## config.mk

```make
export PLATFORM = sky130hd
export DESIGN_NAME = fetch_unit
export DESIGN_NICKNAME = d
export VERILOG_FILES = /design/src/rtl/fetch_pkg.sv /design/src/rtl/fetch_fifo.sv /design/src/rtl/fetch_unit.sv
export SDC_FILE = /design/constraint.sdc
export NUM_CORES = 1
export LEC_CHECK = 0
export CAP_MARGIN = 0
export CORE_ASPECT_RATIO = 2
export CORE_MARGIN = 4
export CORE_UTILIZATION = 55
export CTS_BUF_LIST = sky130_fd_sc_hd__clkbuf_8 sky130_fd_sc_hd__clkbuf_16
export DETAILED_ROUTE_END_ITERATION = 10
export HOLD_SLACK_MARGIN = 0.03
export PLACE_DENSITY = 0.95
export SLEW_MARGIN = 20
export SYNTH_ARGS = -nofsm -noshare
export SYNTH_HDL_FRONTEND = slang
export SYNTH_SLANG_ARGS = --single-unit
```

## constraint.sdc

```tcl
create_clock -name clk -period 14.1 [get_ports clk]
set_input_delay 2.115 -clock clk [delete_from_list [all_inputs] [get_ports clk]]
set_output_delay 2.115 -clock clk [all_outputs]
set_load 0.05 [all_outputs]
```

## src/rtl/fetch_pkg.sv

```systemverilog
// Shared definitions for the instruction fetch front end.
//   FETCH_DATA_WIDTH : default instruction/address width
//   FETCH_RESET_PC   : default PC after reset
//   PC_INC           : sequential PC step (one 32-bit instruction)
//   fetch_entry_t    : one instruction buffer entry {instr, pc}
package fetch_pkg;

    localparam int          FETCH_DATA_WIDTH = 32;
    localparam logic [31:0] FETCH_RESET_PC   = 32'h0000_0000;
    localparam logic [31:0] PC_INC           = 32'd4;

    typedef struct packed {
        logic [FETCH_DATA_WIDTH-1:0] instr;
        logic [FETCH_DATA_WIDTH-1:0] pc;
    } fetch_entry_t;

endpackage

```

## src/rtl/fetch_fifo.sv

```systemverilog
// Instruction buffer between the memory response path and decode.
// Registered storage with no bypass: a word pushed in cycle N is visible
// at the head in cycle N+1.
// Ports:
//   clk, rst              clock, synchronous active-low reset
//   flush                 drop all entries this cycle (wins over push/pop)
//   push, push_instr/pc   write one entry
//   pop                   consume the head entry
//   head_valid            buffer not empty
//   head_instr/pc         head entry, zero when empty
//   count                 number of stored entries
module fetch_fifo
    import fetch_pkg::*;
#(
    parameter int DEPTH = 2,
    localparam int CW = $clog2(DEPTH + 1),
    localparam int PW = (DEPTH > 1) ? $clog2(DEPTH) : 1
) (
    input  logic                        clk,
    input  logic                        rst,
    input  logic                        flush,
    input  logic                        push,
    input  logic [FETCH_DATA_WIDTH-1:0] push_instr,
    input  logic [FETCH_DATA_WIDTH-1:0] push_pc,
    input  logic                        pop,
    output logic                        head_valid,
    output logic [FETCH_DATA_WIDTH-1:0] head_instr,
    output logic [FETCH_DATA_WIDTH-1:0] head_pc,
    output logic [CW-1:0]               count
);

    fetch_entry_t   mem [DEPTH];
    logic [PW-1:0]  rd_ptr;
    logic [PW-1:0]  wr_ptr;
    logic           do_push;
    logic           do_pop;

    // Pointers wrap explicitly so DEPTH need not be a power of two.
    function automatic logic [PW-1:0] bump(input logic [PW-1:0] p);
        return (p == PW'(DEPTH - 1)) ? '0 : p + PW'(1);
    endfunction

    assign do_push = push && !flush && (count != CW'(DEPTH));
    assign do_pop  = pop  && !flush && (count != '0);

    always_ff @(posedge clk) begin
        if (!rst || flush) begin
            rd_ptr <= '0;
            wr_ptr <= '0;
            count  <= '0;
        end else begin
            if (do_push) wr_ptr <= bump(wr_ptr);
            if (do_pop)  rd_ptr <= bump(rd_ptr);
            case ({do_push, do_pop})
                2'b10:   count <= count + CW'(1);
                2'b01:   count <= count - CW'(1);
                default: count <= count;
            endcase
        end
    end

    // Storage is data only; validity is tracked by count.
    always_ff @(posedge clk) begin
        if (do_push) begin
            mem[wr_ptr].instr <= push_instr;
            mem[wr_ptr].pc    <= push_pc;
        end
    end

    assign head_valid = (count != '0);
    assign head_instr = head_valid ? mem[rd_ptr].instr : '0;
    assign head_pc    = head_valid ? mem[rd_ptr].pc    : '0;

endmodule

```

## src/rtl/fetch_unit.sv

```systemverilog
// Core front end: owns the PC, issues in-order fetch requests, buffers
// returned words and hands them to decode tagged with their PC.
// Downstream redirects reload the PC, flush the buffer and cause every
// still-outstanding response to be discarded on arrival.
// Ports:
//   clk, rst                          clock, synchronous active-low reset
//   imem_req_valid/ready/addr         fetch request channel
//   imem_rsp_valid/data               in-order responses, always accepted
//   redirect_valid/pc                 control-flow redirect
//   instr_valid/ready, instr, instr_pc  head of buffer toward decode
//   pc_plus4                          instr_pc + 4 (wrapping)
module fetch_unit
    import fetch_pkg::*;
#(
    parameter int                    DATA_WIDTH = FETCH_DATA_WIDTH,
    parameter logic [DATA_WIDTH-1:0] RESET_PC   = FETCH_RESET_PC,
    parameter int                    FIFO_DEPTH = 2
) (
    input  logic                  clk,
    input  logic                  rst,
    output logic                  imem_req_valid,
    input  logic                  imem_req_ready,
    output logic [DATA_WIDTH-1:0] imem_req_addr,
    input  logic                  imem_rsp_valid,
    input  logic [DATA_WIDTH-1:0] imem_rsp_data,
    input  logic                  redirect_valid,
    input  logic [DATA_WIDTH-1:0] redirect_pc,
    output logic                  instr_valid,
    input  logic                  instr_ready,
    output logic [DATA_WIDTH-1:0] instr,
    output logic [DATA_WIDTH-1:0] instr_pc,
    output logic [DATA_WIDTH-1:0] pc_plus4
);

    localparam int                    CW  = $clog2(FIFO_DEPTH + 1);
    localparam logic [DATA_WIDTH-1:0] INC = DATA_WIDTH'(PC_INC);

    logic [DATA_WIDTH-1:0] pc;
    logic [DATA_WIDTH-1:0] rsp_pc;
    logic [CW-1:0]         outstanding;
    logic [CW-1:0]         outstanding_next;
    logic [CW-1:0]         discard;
    logic [CW-1:0]         fifo_count;
    logic [CW:0]           in_use;
    logic                  req_fire;
    logic                  rsp_keep;
    logic                  pop;

    // Credit check: a request is only issued if a buffer slot is reserved
    // for its response, so the buffer can never overflow.
    assign in_use         = {1'b0, outstanding} + {1'b0, fifo_count};
    assign imem_req_valid = rst && !redirect_valid && (in_use < (CW+1)'(FIFO_DEPTH));
    assign imem_req_addr  = pc;
    assign req_fire       = imem_req_valid && imem_req_ready;

    // Responses for requests issued before a redirect are dropped, as is
    // any response arriving in the redirect cycle itself.
    assign rsp_keep = imem_rsp_valid && !redirect_valid && (discard == '0);
    assign pop      = instr_valid && instr_ready && !redirect_valid;

    always_comb begin
        outstanding_next = outstanding;
        if (req_fire && !imem_rsp_valid)
            outstanding_next = outstanding + CW'(1);
        else if (!req_fire && imem_rsp_valid)
            outstanding_next = outstanding - CW'(1);
    end

    always_ff @(posedge clk) begin
        if (!rst) begin
            pc          <= RESET_PC;
            rsp_pc      <= RESET_PC;
            outstanding <= '0;
            discard     <= '0;
        end else begin
            outstanding <= outstanding_next;
            if (redirect_valid) begin
                pc      <= redirect_pc;
                rsp_pc  <= redirect_pc;
                // Everything still in flight after this edge is stale.
                discard <= outstanding_next;
            end else begin
                if (req_fire)
                    pc <= pc + INC;
                if (imem_rsp_valid) begin
                    if (discard != '0)
                        discard <= discard - CW'(1);
                    else
                        rsp_pc <= rsp_pc + INC;
                end
            end
        end
    end

    fetch_fifo #(
        .DEPTH (FIFO_DEPTH)
    ) u_fifo (
        .clk        (clk),
        .rst        (rst),
        .flush      (redirect_valid),
        .push       (rsp_keep),
        .push_instr (imem_rsp_data),
        .push_pc    (rsp_pc),
        .pop        (pop),
        .head_valid (instr_valid),
        .head_instr (instr),
        .head_pc    (instr_pc),
        .count      (fifo_count)
    );

    assign pc_plus4 = instr_pc + INC;

endmodule

```

==> results of run 1 <==
==> state kept, by name, indices dropped and copies added (netlist names), named ones only <==
signal and flops:
discard 2, outstanding 2, u_fifo.rd_ptr 1, u_fifo.mem 128
u_fifo.wr_ptr 1, imem_req_addr 32, u_fifo.count 2, rsp_pc 32
==> worst min-delay path by stage <==
stage | startpoint | to | cells past startpoint
2_1_floorplan | rsp_pc[13] | u_fifo.mem[0][13] | 0
3_3_place_gp | rsp_pc[1] | u_fifo.mem[1][1] | 0
3_5_place_dp | rsp_pc[1] | u_fifo.mem[0][1] | 0
4_1_cts | rsp_pc[1] | u_fifo.mem[1][1] | 0
5_1_grt | rsp_pc[1] | u_fifo.mem[0][1] | 0
6_report | rsp_pc[1] | u_fifo.mem[1][1] | 0
==> per-stage QoR <==
| stage | worst slack, ns | utilization, % |
|---|---|---|
| after floorplan | 7.92 | - |
| after global placement | 7.63 | 68.5 |
| after detailed placement | 7.60 | 68.5 |
| after CTS | 7.61 | 72.1 |
| after global routing | 7.46 | 72.2 |
| final | 7.60 | 72.2 |
==> report_power, final <==
part | internal, mW | total (mW) | leakage, nW | switching, mW
registers | 0.654 | 0.678 | 1.78 | 0.0239
logic | 0.0667 | 0.178 | 1.92 | 0.112
clock network | 0.303 | 0.504 | 0.304 | 0.201
==> cells by family (layout without fill, tap and decap cells) <==
kind of cell	after synthesis	in the layout	share of synthesized area, %
and+or+nand+nor	305	305	17.4
adders and majority gates	6	6	0.875
AOI/OAI and AO/OA	132	132	8.44
other	0	2	0
xor gates and xnor gates	75	75	6.96
muxes	66	66	7.01
DFF	201	201	56.2
buffers and inverters	63	255	3.11
==> area by class of cell <==
type	instances	share of cell area [%]
Tap cell	207	2.13
Antenna cell	2	0.0412
Sequential cell	201	43.7
Clock inverter	9	0.977
Inverter	19	0.597
Clock buffer	20	4.02
Timing Repair Buffer	207	16.9
Multi-Input combinational cell	584	31.7
==> worst register-to-register path: cells and delay by family (launching register included) <==
kind | cells | cell delay, ns
simple gates | 4 | 1.55
flops | 1 | 0.46
fa+ha+maj | 1 | 0.42
compound gates | 1 | 0.35
==> cell usage in the layout (no fill, tap or decap), types with 4 or more instances in the layout <==
cell	n
sky130_fd_sc_hd__nor2_1	86
sky130_fd_sc_hd__and4_1	12
sky130_fd_sc_hd__clkbuf_16	19
sky130_fd_sc_hd__nand4_1	24
sky130_fd_sc_hd__and3_1	6
sky130_fd_sc_hd__nand2_1	59
sky130_fd_sc_hd__mux2i_1	65
sky130_fd_sc_hd__and2_1	12
sky130_fd_sc_hd__o211ai_1	4
sky130_fd_sc_hd__buf_4	8
sky130_fd_sc_hd__nor4_2	7
sky130_fd_sc_hd__xnor2_1	32
sky130_fd_sc_hd__nor4_1	7
sky130_fd_sc_hd__nand3b_1	6
sky130_fd_sc_hd__dfxtp_1	72
sky130_fd_sc_hd__nand2b_1	6
sky130_fd_sc_hd__a21oi_1	53
sky130_fd_sc_hd__ha_1	5
sky130_fd_sc_hd__o21ai_0	37
sky130_fd_sc_hd__a211oi_2	4
sky130_fd_sc_hd__nor3_1	20
sky130_fd_sc_hd__inv_1	19
sky130_fd_sc_hd__a31oi_1	11
sky130_fd_sc_hd__nand3_1	33
sky130_fd_sc_hd__xor2_1	43
sky130_fd_sc_hd__edfxtp_1	128
sky130_fd_sc_hd__or3_1	7
sky130_fd_sc_hd__a211oi_1	4
sky130_fd_sc_hd__clkdlybuf4s50_1	199
==> metal layers <==
layer,vias to the layer above,global-route usage (%)
li1,3456,-
met1,3519,26.0
met2,323,46.2
met3,74,2.52
met4,0,14.0
met5,-,0
==> impl.org, run 1 <==
** Outcome
- Outcome :: completed

** Timing
- Number of endpoints with negative hold slack in the final report :: 0
- Worst relative slew slack :: 31.7%
- Post-layout min period :: 6.50 ns
- The clock arrives with 0.0115 ns of skew.
- RSZ-0062 raised after global routing :: false
- The max-slew violation count was 0.
- Setup tns final :: 0 ns
- Min Hold Slack :: 0.452 ns
- Setup violations remaining at the end of the flow were counted as 0.
- Measured slew at the worst slew-check pin :: 1.02 ns
- The worst path uses 46.1% of the clock period.
- Highest Clock Rate :: 154 MHz

** Clock network
- Clock Tree Buf Depth :: 3
- H-tree depth :: 1
- In this run, post-CTS hold repair placed 0 buffers.
- Total clock buffers created by CTS :: 17
- The tree is rooted in a sky130_fd_sc_hd__clkbuf_16.
- The clock net in this run drives a total of 201 sinks.
- The number of setup buffers added after CTS is 0.
- Clock latency of the later-clocked register in the worst-skew pair :: 0.47 ns
- In this run, post-CTS repair resized a total of 0 instances.
- TritonCTS built the clock tree.
- Clock Pin Slew Worst Setup and Hold Paths :: 0.07 ns

** Die
- Cell Rows :: 67
- Die Ht :: 193 µm
- Initial core utilization :: 56.0%
- In this run the count of I/O pins placed on the die edge is 200.
- The floorplan step defined a core boundary enclosing 0.0168 mm².
- The die covers 0.0195 mm².
- The floorplan step set the die width to 101 µm.

** Setup path
- In this run the register-to-register setup slack is 11.20 ns.
- Logic depth of the worst setup path including buffers :: 5
- The worst setup path is captured at an output port.
- Walking the worst path, the cells encountered are clkdlybuf4s50_1 -> buf_4 -> or4b_4 -> clkinv_2 -> clkdlybuf4s50_1.
- At the worst endpoint, the arrival time is 4.39 ns.
- The number of buffers and inverters on the critical path is 4.
- The critical path in this run is classified as primary input to output port.
- In this design, the critical path's most frequently occurring cell is sky130_fd_sc_hd__clkdlybuf4s50_1.
- Biggest fanout along the worst timing path :: 32
- In this run the worst setup path terminates at imem_req_valid.
- Sort of element at the start of the critical path :: primary input
- Required time of the critical path :: 11.98 ns
- Grouping stages by cell kind, the critical path spends the most delay in buffers and inverters.
- The worst register-to-register path ends at imem_req_addr[21].
- Worst setup path start :: rst
- Stage delay of the slowest cell on the critical path :: 0.85 ns
- The worst register-to-register path has a depth of 6.
- Reg-to-reg critical path startpoint :: u_fifo.count[0]
- Among all stages on the critical path, the largest delay is contributed by sky130_fd_sc_hd__clkdlybuf4s50_1.

** Synth
- The most used flip-flop cell after synthesis is sky130_fd_sc_hd__edfxtp_1.
- After synthesis, the cell types taking the most area are sky130_fd_sc_hd__edfxtp_1 41%, sky130_fd_sc_hd__dfxtp_1 15%, sky130_fd_sc_hd__mux2i_1 6.9%.
- FF+latch count, synth :: 201
- Cell area after synthesis :: 0.00944 mm²
- Seq/Total Area, Yosys :: 56.2%
- Synthesis produced a netlist with a net count of 924.
- In the post-synthesis netlist, the cell with the most instances is sky130_fd_sc_hd__edfxtp_1.
- The synthesized design contains 128 enable-type register cells.
- After technology mapping, the gate count stands at 848.
- Async SR Flop Fraction :: 0%
- Summed over all instances, the cell type with the most area after synthesis is sky130_fd_sc_hd__edfxtp_1.
- In this run the mean area of a mapped cell was 11.1 µm².
- Share of the synthesized area in the top cell type :: 40.7%
- Count of cell types in the netlist :: 61
- Top post-synthesis cells by count :: 128 x sky130_fd_sc_hd__edfxtp_1, 87 x sky130_fd_sc_hd__nor2_1, 73 x sky130_fd_sc_hd__dfxtp_1, 65 x sky130_fd_sc_hd__mux2i_1, 59 x sky130_fd_sc_hd__nand2_1
- The Yosys step of the flow raised 0 warnings.

** Global routing
- GRT Util Overall :: 24.8%
- The first global-routing pass estimated 38.8 mm of wire.
- Pin count of the biggest net entering global routing :: 78
- The initial antenna violation count was 2.
- Summed over all layers, the global routing overflow is 0.
- The via count of the first global-routing pass came to 7,532.

** Hold path
- The tightest min-delay check is of the flop to flop type.

** Route
- Routed wire length on met3 :: 1.37 mm
- Top routing layer used :: met4
- Detail Route met2 WL :: 13.5 mm
- In the routed design, unresolved DRC markers number 0.
- The first detailed-routing pass ran for 5 iterations.
- After detailed routing, the average wire length per cell comes to 19.7 µm.
- In this run the remaining antenna-violating nets after routing total 0.
- Total wire length :: 24.6 mm
- Routed via count divided by cell count :: 5.90
- Via total after detailed routing :: 7,372
- Starting DRC count in detailed routing :: 366
- In the final routing, the length of wire on met1 measures 8.48 mm.

** Power and ir drop
- Cell area power density :: 112 mW/mm²
- After layout, the design draws a total of 1.36 mW.
- In this run the static leakage power is 4.01 nW.
- IR drop worst, VDD :: 0.0776 mV

** Placement
- The placed instances occupy a cell area of 0.0115 mm².
- Number of port buffers :: 199
- Routability congestion estimate from global placement :: 0.884
- Dpl cells :: 1,218
- HPWL Detailed :: 17.6 mm

** Finish
- The finished cells cover 0.0122 mm².
- Ratio of cells with drive above 1 in the final layout :: 6.35%
- Area taken by flip-flops and latches :: 0.00531 mm²
- Number of non-filler instances in the completed layout :: 1,249
- Area of combinational cells with multiple inputs :: 0.00385 mm²
- Nets :: 1,106
- Fill cell count :: 1,109
- From synthesis to final layout, the design area changed by 28.8%.

** Job
- Across the run, the number of max-cap violations was 0.
No activity file was read; power rests on OpenSTA's default activity.
==> run 2, diff against run 1 <==
--- a/config.mk
+++ b/config.mk
@@ -8,11 +8,11 @@
 export CAP_MARGIN = 0
 export CORE_ASPECT_RATIO = 2
 export CORE_MARGIN = 4
-export CORE_UTILIZATION = 55
+export CORE_UTILIZATION = 51
 export CTS_BUF_LIST = sky130_fd_sc_hd__clkbuf_8 sky130_fd_sc_hd__clkbuf_16
 export DETAILED_ROUTE_END_ITERATION = 10
 export HOLD_SLACK_MARGIN = 0.03
-export PLACE_DENSITY = 0.95
+export PLACE_DENSITY = 0.9
 export SLEW_MARGIN = 20
 export SYNTH_ARGS = -nofsm -noshare
 export SYNTH_HDL_FRONTEND = slang
==> constraint.sdc (replaced) <==
create_clock -name clk -period 6.6 [get_ports clk]
set_input_delay 0.99 -clock clk [delete_from_list [all_inputs] [get_ports clk]]
set_output_delay 0.99 -clock clk [all_outputs]
set_load 0.05 [all_outputs]
==> run 2 against run 1 <==
Effect of this change:
- combinational power rose by 110%
- clock skew rose by 0.0053 ns
- cell count rose by 0.88%
- cell area rose by 0.52%
- clock power rose by 120%
- largest power group unchanged
- flip-flop and latch count did not move
- via count fell by 0.23%
- global-route usage fell by 2.2 points
- non-clock buffer count rose by 1
- sequential power rose by 110%
- setup slack got worse by 6.3 ns
- register-to-register slack got worse by 7.4 ns
==> impl.org, run 2 (synthesis results as in run 1) <==
** Setup path
- Data arrives at the worst endpoint at 4.26 ns.
- Family with the most delay on the worst path :: buffers and inverters
- Critical path start-end classification :: flop to output port
- Reg-to-reg critical path startpoint :: u_fifo.count[0]
- Counting both buffers and inverters, the worst setup path holds a total of 2.
- The endpoint identified for the worst register-to-register timing path is imem_req_addr[28].
- For the worst flop-to-flop path, the logic depth is 8.
- The worst setup path is captured at an output port.
- On the critical path, the stage with the largest delay is an instance of sky130_fd_sc_hd__dfxtp_4.
- Required time of the critical path :: 5.61 ns
- In this run the register-to-register setup slack is 3.78 ns.
- Stage delay of the slowest cell on the critical path :: 0.93 ns
- Critical path, cell by cell :: buf_4 -> mux2i_1 -> a211oi_2 -> nand4_4 -> nor4_2 -> xor2_1 -> clkdlybuf4s50_1
- The worst setup path is launched from a flop.
- Of all nets on the critical path, the largest fanout is 59.

** Route
- Starting DRC count in detailed routing :: 455
- Using the TritonRoute via totals, the vias-per-cell ratio works out to 5.84.
- Detail-routed net length per standard cell :: 19.3 µm
- After detailed routing, the number of remaining DRC violations is 0.
- Total wire length :: 24.3 mm
- Before antenna repair, the detailed router went through 5 iterations.
- Antenna Violating Nets Remaining :: 0
- Detailed routing inserted a total of 7,355 vias.

** Global routing
- For met2 alone, demand over resource in global routing was 43.6%.
- Entering global routing, the biggest net connects 78 pins.
- The global routing stage identified its most utilized layer as met2.
- The via count of the first global-routing pass was 7,553.
- Grt ovf :: 0
- Global-route wire length before repair :: 38.6 mm
- For this run, global-route usage on met1 was measured as 23.8%.
- In the global route stage, overall resource usage came out at 22.6%.
- For met3 alone, demand over resource in global routing was 2.74%.
- Antenna violations before repair :: 0

** Die
- The initialized floorplan defines 70 standard-cell rows.
- For this configuration, the core starts out at a cell density of 51.8%.
- The die covers 0.0209 mm².
- Die Ht :: 200 µm
- I/O pins :: 200
- Die width :: 104 µm
- Core Footprint :: 0.0182 mm²

** Hold path
- Worst hold stages :: 0
- Startpoint of the worst hold path :: rsp_pc[1]
- Hold path endpoint :: u_fifo.mem[0][1]
- Path class of the lowest-slack min-delay path :: flop to flop

** Timing
- Final worst setup slack :: 1.35 ns
- At the pin with the least slew margin, the transition time is 0.885 ns.
- After routing, the total negative slack on setup checks comes to 0 ns.
- Post-layout min period :: 5.25 ns
- For this run, the top clock speed supported by timing is 190 MHz.
- In this run the tightest slew margin relative to its limit is 41.0%.
- Between clock sinks in the finished design, the worst skew comes to 0.0168 ns.
- The max-slew violation count is 0.
- The number of endpoints with negative hold slack in the final report is 0.
- RSZ-0062 raised after global routing :: false
- Final period util :: 79.6%
- Setup violations remaining at the end of the flow were counted as 0.

** Clock network
- Cts-stage hold buffer count :: 0
- Counting every sink on the clock net gives 201.
- Clock tree root driver cell :: sky130_fd_sc_hd__clkbuf_16
- H-tree depth :: 1
- TritonCTS clock tree :: built
- Clock Pin Slew Worst Setup and Hold Paths :: 0.06 ns
- Cts repair resizes :: 0
- Clock Tree Buf Depth :: 3
- Buffers inserted during post-CTS setup optimization :: 0
- The clock reaches the later pin of the worst-skew pair after 0.48 ns.
- Buffers inserted during clock tree synthesis total 18.

** Finish
- Synth-to-layout area growth :: 29.5%
- Number of non-filler instances in the completed layout :: 1,260
- Number of flip-flops in the largest register :: 128
- Most common cell after layout, fill and taps aside :: sky130_fd_sc_hd__clkdlybuf4s50_1
- Cell area after layout :: 0.0122 mm²
- Final core utilization :: 67.1%
- The post-route netlist has 6.70% of its cells at a drive strength greater than 1.
- In the layout the commonest cells are 199 x sky130_fd_sc_hd__clkdlybuf4s50_1, 128 x sky130_fd_sc_hd__edfxtp_1, 86 x sky130_fd_sc_hd__nor2_1.
- Nets :: 1,108
- The number of antenna diodes in the final layout is 0.
- Fill cell count :: 1,319
- u_fifo.mem holds more flip-flops than any other register.

** Outcome
- Outcome :: completed

** Placement
- Post-place setup slack :: 1.91 ns
- The congestion estimate from routability-driven global placement came to 0.923.
- Dpl cells :: 1,227
- Instance area at placement :: 0.0116 mm²
- In this run the tool buffered the top-level ports with 199 buffer cells.
- Detailed placement ended at an HPWL of 17.4 mm.

** Power and ir drop
- Cell area power density :: 241 mW/mm²
- Summed over all cells, the static leakage comes to 4.03 nW.
- The worst-case IR drop observed on VDD is 0.212 mV.

** Job
- Max-cap violations in this run came to 0.
==> run 2: cell types whose count changed in the layout (fill, tap and decap cells not counted) <==
| cell | before | now |
|---|---|---|
| sky130_fd_sc_hd__clkbuf_8 | 1 | 3 |
| sky130_fd_sc_hd__clkinvlp_4 | 1 | 3 |
| sky130_fd_sc_hd__diode_2 | 2 | 0 |
| sky130_fd_sc_hd__buf_12 | 0 | 1 |
| sky130_fd_sc_hd__clkinv_2 | 3 | 2 |
==> run 2: through the flow <==
| step | hold slack, ns | power (mW) |
|---|---|---|
| finish | 0.455 | 2.95 |
| global route | 0.475 | 3.05 |
| CTS | 0.460 | 2.96 |
| detailed placement | 0.444 | 1.85 |
| global placement | 0.434 | 1.84 |
| floorplan | 0.420 | 1.70 |
==> run 2: layer usage <==
layer  share of wire, %  wire [µm]
met1                 35       8610
met3                5.3       1290
met2                 55      13300
met5                  0          0
met4                4.5       1100
==> run 2: report_power, final <==
group	switching [mW]	leakage, nW	internal (mW)
Sequential	0.0526	1.78	1.40
Combinational	0.236	1.93	0.144
Clock	0.443	0.315	0.675
==> run 2: how the worst max path moves through the flow <==
stage,start,end,slack [ns],cells after the start
2_1_floorplan,flop,pc_plus4[30],1.54,12
3_3_place_gp,flop,pc_plus4[25],1.96,7
3_5_place_dp,flop,pc_plus4[18],1.91,7
4_1_cts,flop,pc_plus4[25],1.33,7
5_1_grt,flop,pc_plus4[18],1.13,7
6_report,flop,pc_plus4[25],1.35,7
==> run 2: area by class of cell <==
| cell class | count | area (µm²) | share of cell area [%] |
|---|---|---|---|
| Sequential cell | 201 | 5310 | 43.4 |
| Multi-Input combinational cell | 584 | 3850 | 31.5 |
| Clock inverter | 10 | 129 | 1.05 |
| Clock buffer | 22 | 517 | 4.23 |
| Tap cell | 216 | 270 | 2.21 |
| Inverter | 19 | 72.6 | 0.594 |
| Timing Repair Buffer | 208 | 2070 | 16.9 |
==> run 3, diff against run 2 <==
--- a/config.mk
+++ b/config.mk
@@ -8,11 +8,11 @@
 export CAP_MARGIN = 0
 export CORE_ASPECT_RATIO = 2
 export CORE_MARGIN = 4
-export CORE_UTILIZATION = 51
+export CORE_UTILIZATION = 46
 export CTS_BUF_LIST = sky130_fd_sc_hd__clkbuf_8 sky130_fd_sc_hd__clkbuf_16
 export DETAILED_ROUTE_END_ITERATION = 10
 export HOLD_SLACK_MARGIN = 0.03
-export PLACE_DENSITY = 0.9
+export PLACE_DENSITY = 0.86
 export SLEW_MARGIN = 20
 export SYNTH_ARGS = -nofsm -noshare
 export SYNTH_HDL_FRONTEND = slang
==> constraint.sdc (replaced) <==
create_clock -name clk -period 4.24 [get_ports clk]
set_input_delay 0.636 -clock clk [delete_from_list [all_inputs] [get_ports clk]]
set_output_delay 0.636 -clock clk [all_outputs]
set_load 0.05 [all_outputs]
==> run 3 against run 2 <==
Effect of this change:
- non-clock buffer count increased by 4
- sequential share of layout area shrank 0.44 points
- sequential power is 56% higher
- core utilization is 5.4 points lower
- combinational power increased by 57%
- clock skew grew 0.0092 ns
- cell count up 4.0%
- power up 50%
- flip-flop and latch count unchanged
==> impl.org, run 3 (synthesis results as in run 1) <==
** Setup path
- The worst register-to-register path ends at imem_req_addr[20].
- Data arrives at the worst endpoint at 3.31 ns.
- Worst Reg-to-Reg Cells :: 8
- Required time of the critical path :: 3.60 ns
- Reg-to-reg critical path startpoint :: u_fifo.count[0]
- Critical path start-end classification :: flop to output port
- STA classifies the critical path startpoint as a flop.
- Element type at the critical path end :: output port
- Setup slack on the worst reg-to-reg path comes out at 1.45 ns.
- Biggest fanout along the worst timing path :: 35

** Timing
- Highest Clock Rate :: 254 MHz
- Setup repair after global routing left no endpoint under its margin.
- The number of endpoints with negative hold slack in the final report was 0.
- On the final layout, the worst clock skew is 0.0260 ns.
- Final slew viol count :: 0
- Final setup violation count :: 0
- Setup total negative slack on the finished layout was measured at 0 ns.
- Measured slew at the worst slew-check pin :: 0.810 ns
- Post-layout min period :: 3.94 ns
- Worst relative slew slack :: 45.9%
- Of the available clock period, the critical path in the final layout requires 93.0%.
- On the final layout, the worst hold slack is 0.455 ns.

** Power and ir drop
- The analysis attributes to net switching a power of 1.14 mW.
- The internal power of the cells totals 3.30 mW.
- Power spread over the standard cell area amounts to 359 mW/mm².
- Comb power frac :: 13.5%
- Part of the power in registers :: 50.9%
- Net Sw Frac :: 25.6%
- IR drop worst, VDD :: 0.279 mV
- Leakage :: 4.16 nW
- Per report_power, the clock group accounts for 35.7% of the total.

** Route
- Dividing the detail-routed via count by the number of cells gives 5.57.
- For this block, the routed nets add up to 24.4 mm of wire.
- DR DRC count :: 0
- Number of iterations in the first detailed-routing pass :: 5
- In the final routed layout, each cell accounts on average for 18.6 µm.
- Across all layers, the routed design uses 7,296 vias.
- Antenna Violating Nets Remaining :: 0
- Starting DRC count in detailed routing :: 382

** Clock network
- The clock drives 201 sinks.
- TritonCTS clock tree :: built
- The number of clock buffers added by TritonCTS is 19.
- Clock latency of the later-clocked register in the worst-skew pair :: 0.49 ns
- Hold repair after CTS inserted 0 buffers.
- Buffers inserted during post-CTS setup optimization :: 0
- In this run the number of H-tree levels came out at 1.
- The longest clock path from root to sink contains 3 buffers.
- Clock tree root driver cell :: sky130_fd_sc_hd__clkbuf_16
- Clock-pin slew was measured on the worst setup and hold paths at 0.06 ns.

** Hold path
- Path class of the lowest-slack min-delay path :: flop to flop
- Worst hold stages :: 0
- Hold path endpoint :: u_fifo.mem[0][1]
- Startpoint of the worst hold path :: rsp_pc[1]

** Finish
- Leaving out fill and tap cells, the most frequent cell in the layout is sky130_fd_sc_hd__clkdlybuf4s50_1.
- Leading cell types in the layout, fill and taps excluded :: 178 x sky130_fd_sc_hd__clkdlybuf4s50_1, 128 x sky130_fd_sc_hd__edfxtp_1, 85 x sky130_fd_sc_hd__nor2_1
- The number of antenna diodes in the final layout is 0.
- At the end of the flow, the number of nets in the layout was 1,113.
- The layout has 1,557 filler cells.
- In the final layout, the share of cells above drive strength 1 is 9.06%.
- u_fifo.mem holds more flip-flops than any other register.
- Area of combinational cells with multiple inputs :: 0.00391 mm²
- The register with the most flip-flops in the layout has 128 of them.
- Area taken by flip-flops and latches :: 0.00531 mm²
- Cell area after layout :: 0.0124 mm²
- Synth-to-layout area growth :: 30.8%

** Die
- I/O pins :: 200
- Die Ht :: 211 µm
- In this run the horizontal extent of the chip is 109 µm.
- The core region is 0.0200 mm².
- Initial core utilization :: 47.2%
- Cell Rows :: 73
- The floorplan step defined a die boundary enclosing 0.0230 mm².

** Placement
- Number of port buffers :: 199
- Instance area at placement :: 0.0118 mm²
- Detailed placement finished with a half-perimeter wire length of 18.2 mm.
- Routability congestion estimate from global placement :: 0.909

** Global routing
- Antenna violations before repair :: 0
- Grt ovf :: 0
- Entering global routing, the biggest net connects 65 pins.
- Via count of the first global-routing pass :: 7,472
- GRT Util Overall :: 20.6%
- The first global-routing pass estimated 37.5 mm of wire.

** Outcome
- Outcome :: completed

** Job
- Maximum capacitance violations :: 0
run 3: how the worst max path moves through the flow:
stage / endpoint / slack, ns / depth (start not counted)
2_1_floorplan: pc_plus4[18] / 0.14 / 12
3_3_place_gp: pc_plus4[23] / 0.62 / 7
3_5_place_dp: pc_plus4[27] / 0.55 / 7
4_1_cts: pc_plus4[27] / 0.04 / 7
5_1_grt: pc_plus4[19] / 0.1 / 7
6_report: pc_plus4[18] / 0.30 / 8
run 3: power groups by stage:
stage	Clock, mW	Sequential (mW)	Combinational (mW)
after floorplan	0	2.34	0.304
after global placement	0	2.29	0.586
after detailed placement	0	2.30	0.596
after CTS	1.61	2.25	0.601
after global routing	1.69	2.26	0.637
final	1.58	2.26	0.598
run 3: cell type report:
type	instances	share of cell area [%]
multi-input cells	584	31.6
clock inverters	13	0.709
inverters	19	0.588
clock buffers	20	3.96
well taps	262	2.65
repair buffers	212	17.5
flip-flops and latches	201	43.0
run 3: timing repair:
item,in CTS,in global routing
endpoints found under the setup margin,0,4
hold endpoints to repair,0,0
gates resized for setup,0,4
run 3: metrics by stage:
step	std cells	power [mW]	setup slack, ns	util, %
floorplan	848	2.65	0.142	-
CTS	1311	4.46	0.0399	61.7
detailed placement	1278	2.89	0.550	58.8
global placement	1278	2.88	0.618	58.8
global route	1311	4.59	0.0986	61.7
finish	1311	4.44	0.298	61.7
run 3: layer usage:
layer  global-route usage (%)  share of wire, %  routed length (µm)
met5                        0                 0                   0
met4                     10.7               4.4                1080
met3                     2.73               5.9                1450
met2                     39.8                55               13500
met1                     20.7                34                8340
run 3: worst max-delay path: stages (launching register included):
cell	delay, ns
sky130_fd_sc_hd__dfxtp_4	0.66
sky130_fd_sc_hd__mux2_2	0.24
sky130_fd_sc_hd__and2_1	0.17
sky130_fd_sc_hd__ha_1	0.23
sky130_fd_sc_hd__nor3b_2	0.34
sky130_fd_sc_hd__nand4_1	0.33
sky130_fd_sc_hd__nor4_1	0.49
sky130_fd_sc_hd__xor2_2	0.21
sky130_fd_sc_hd__buf_12	0.16
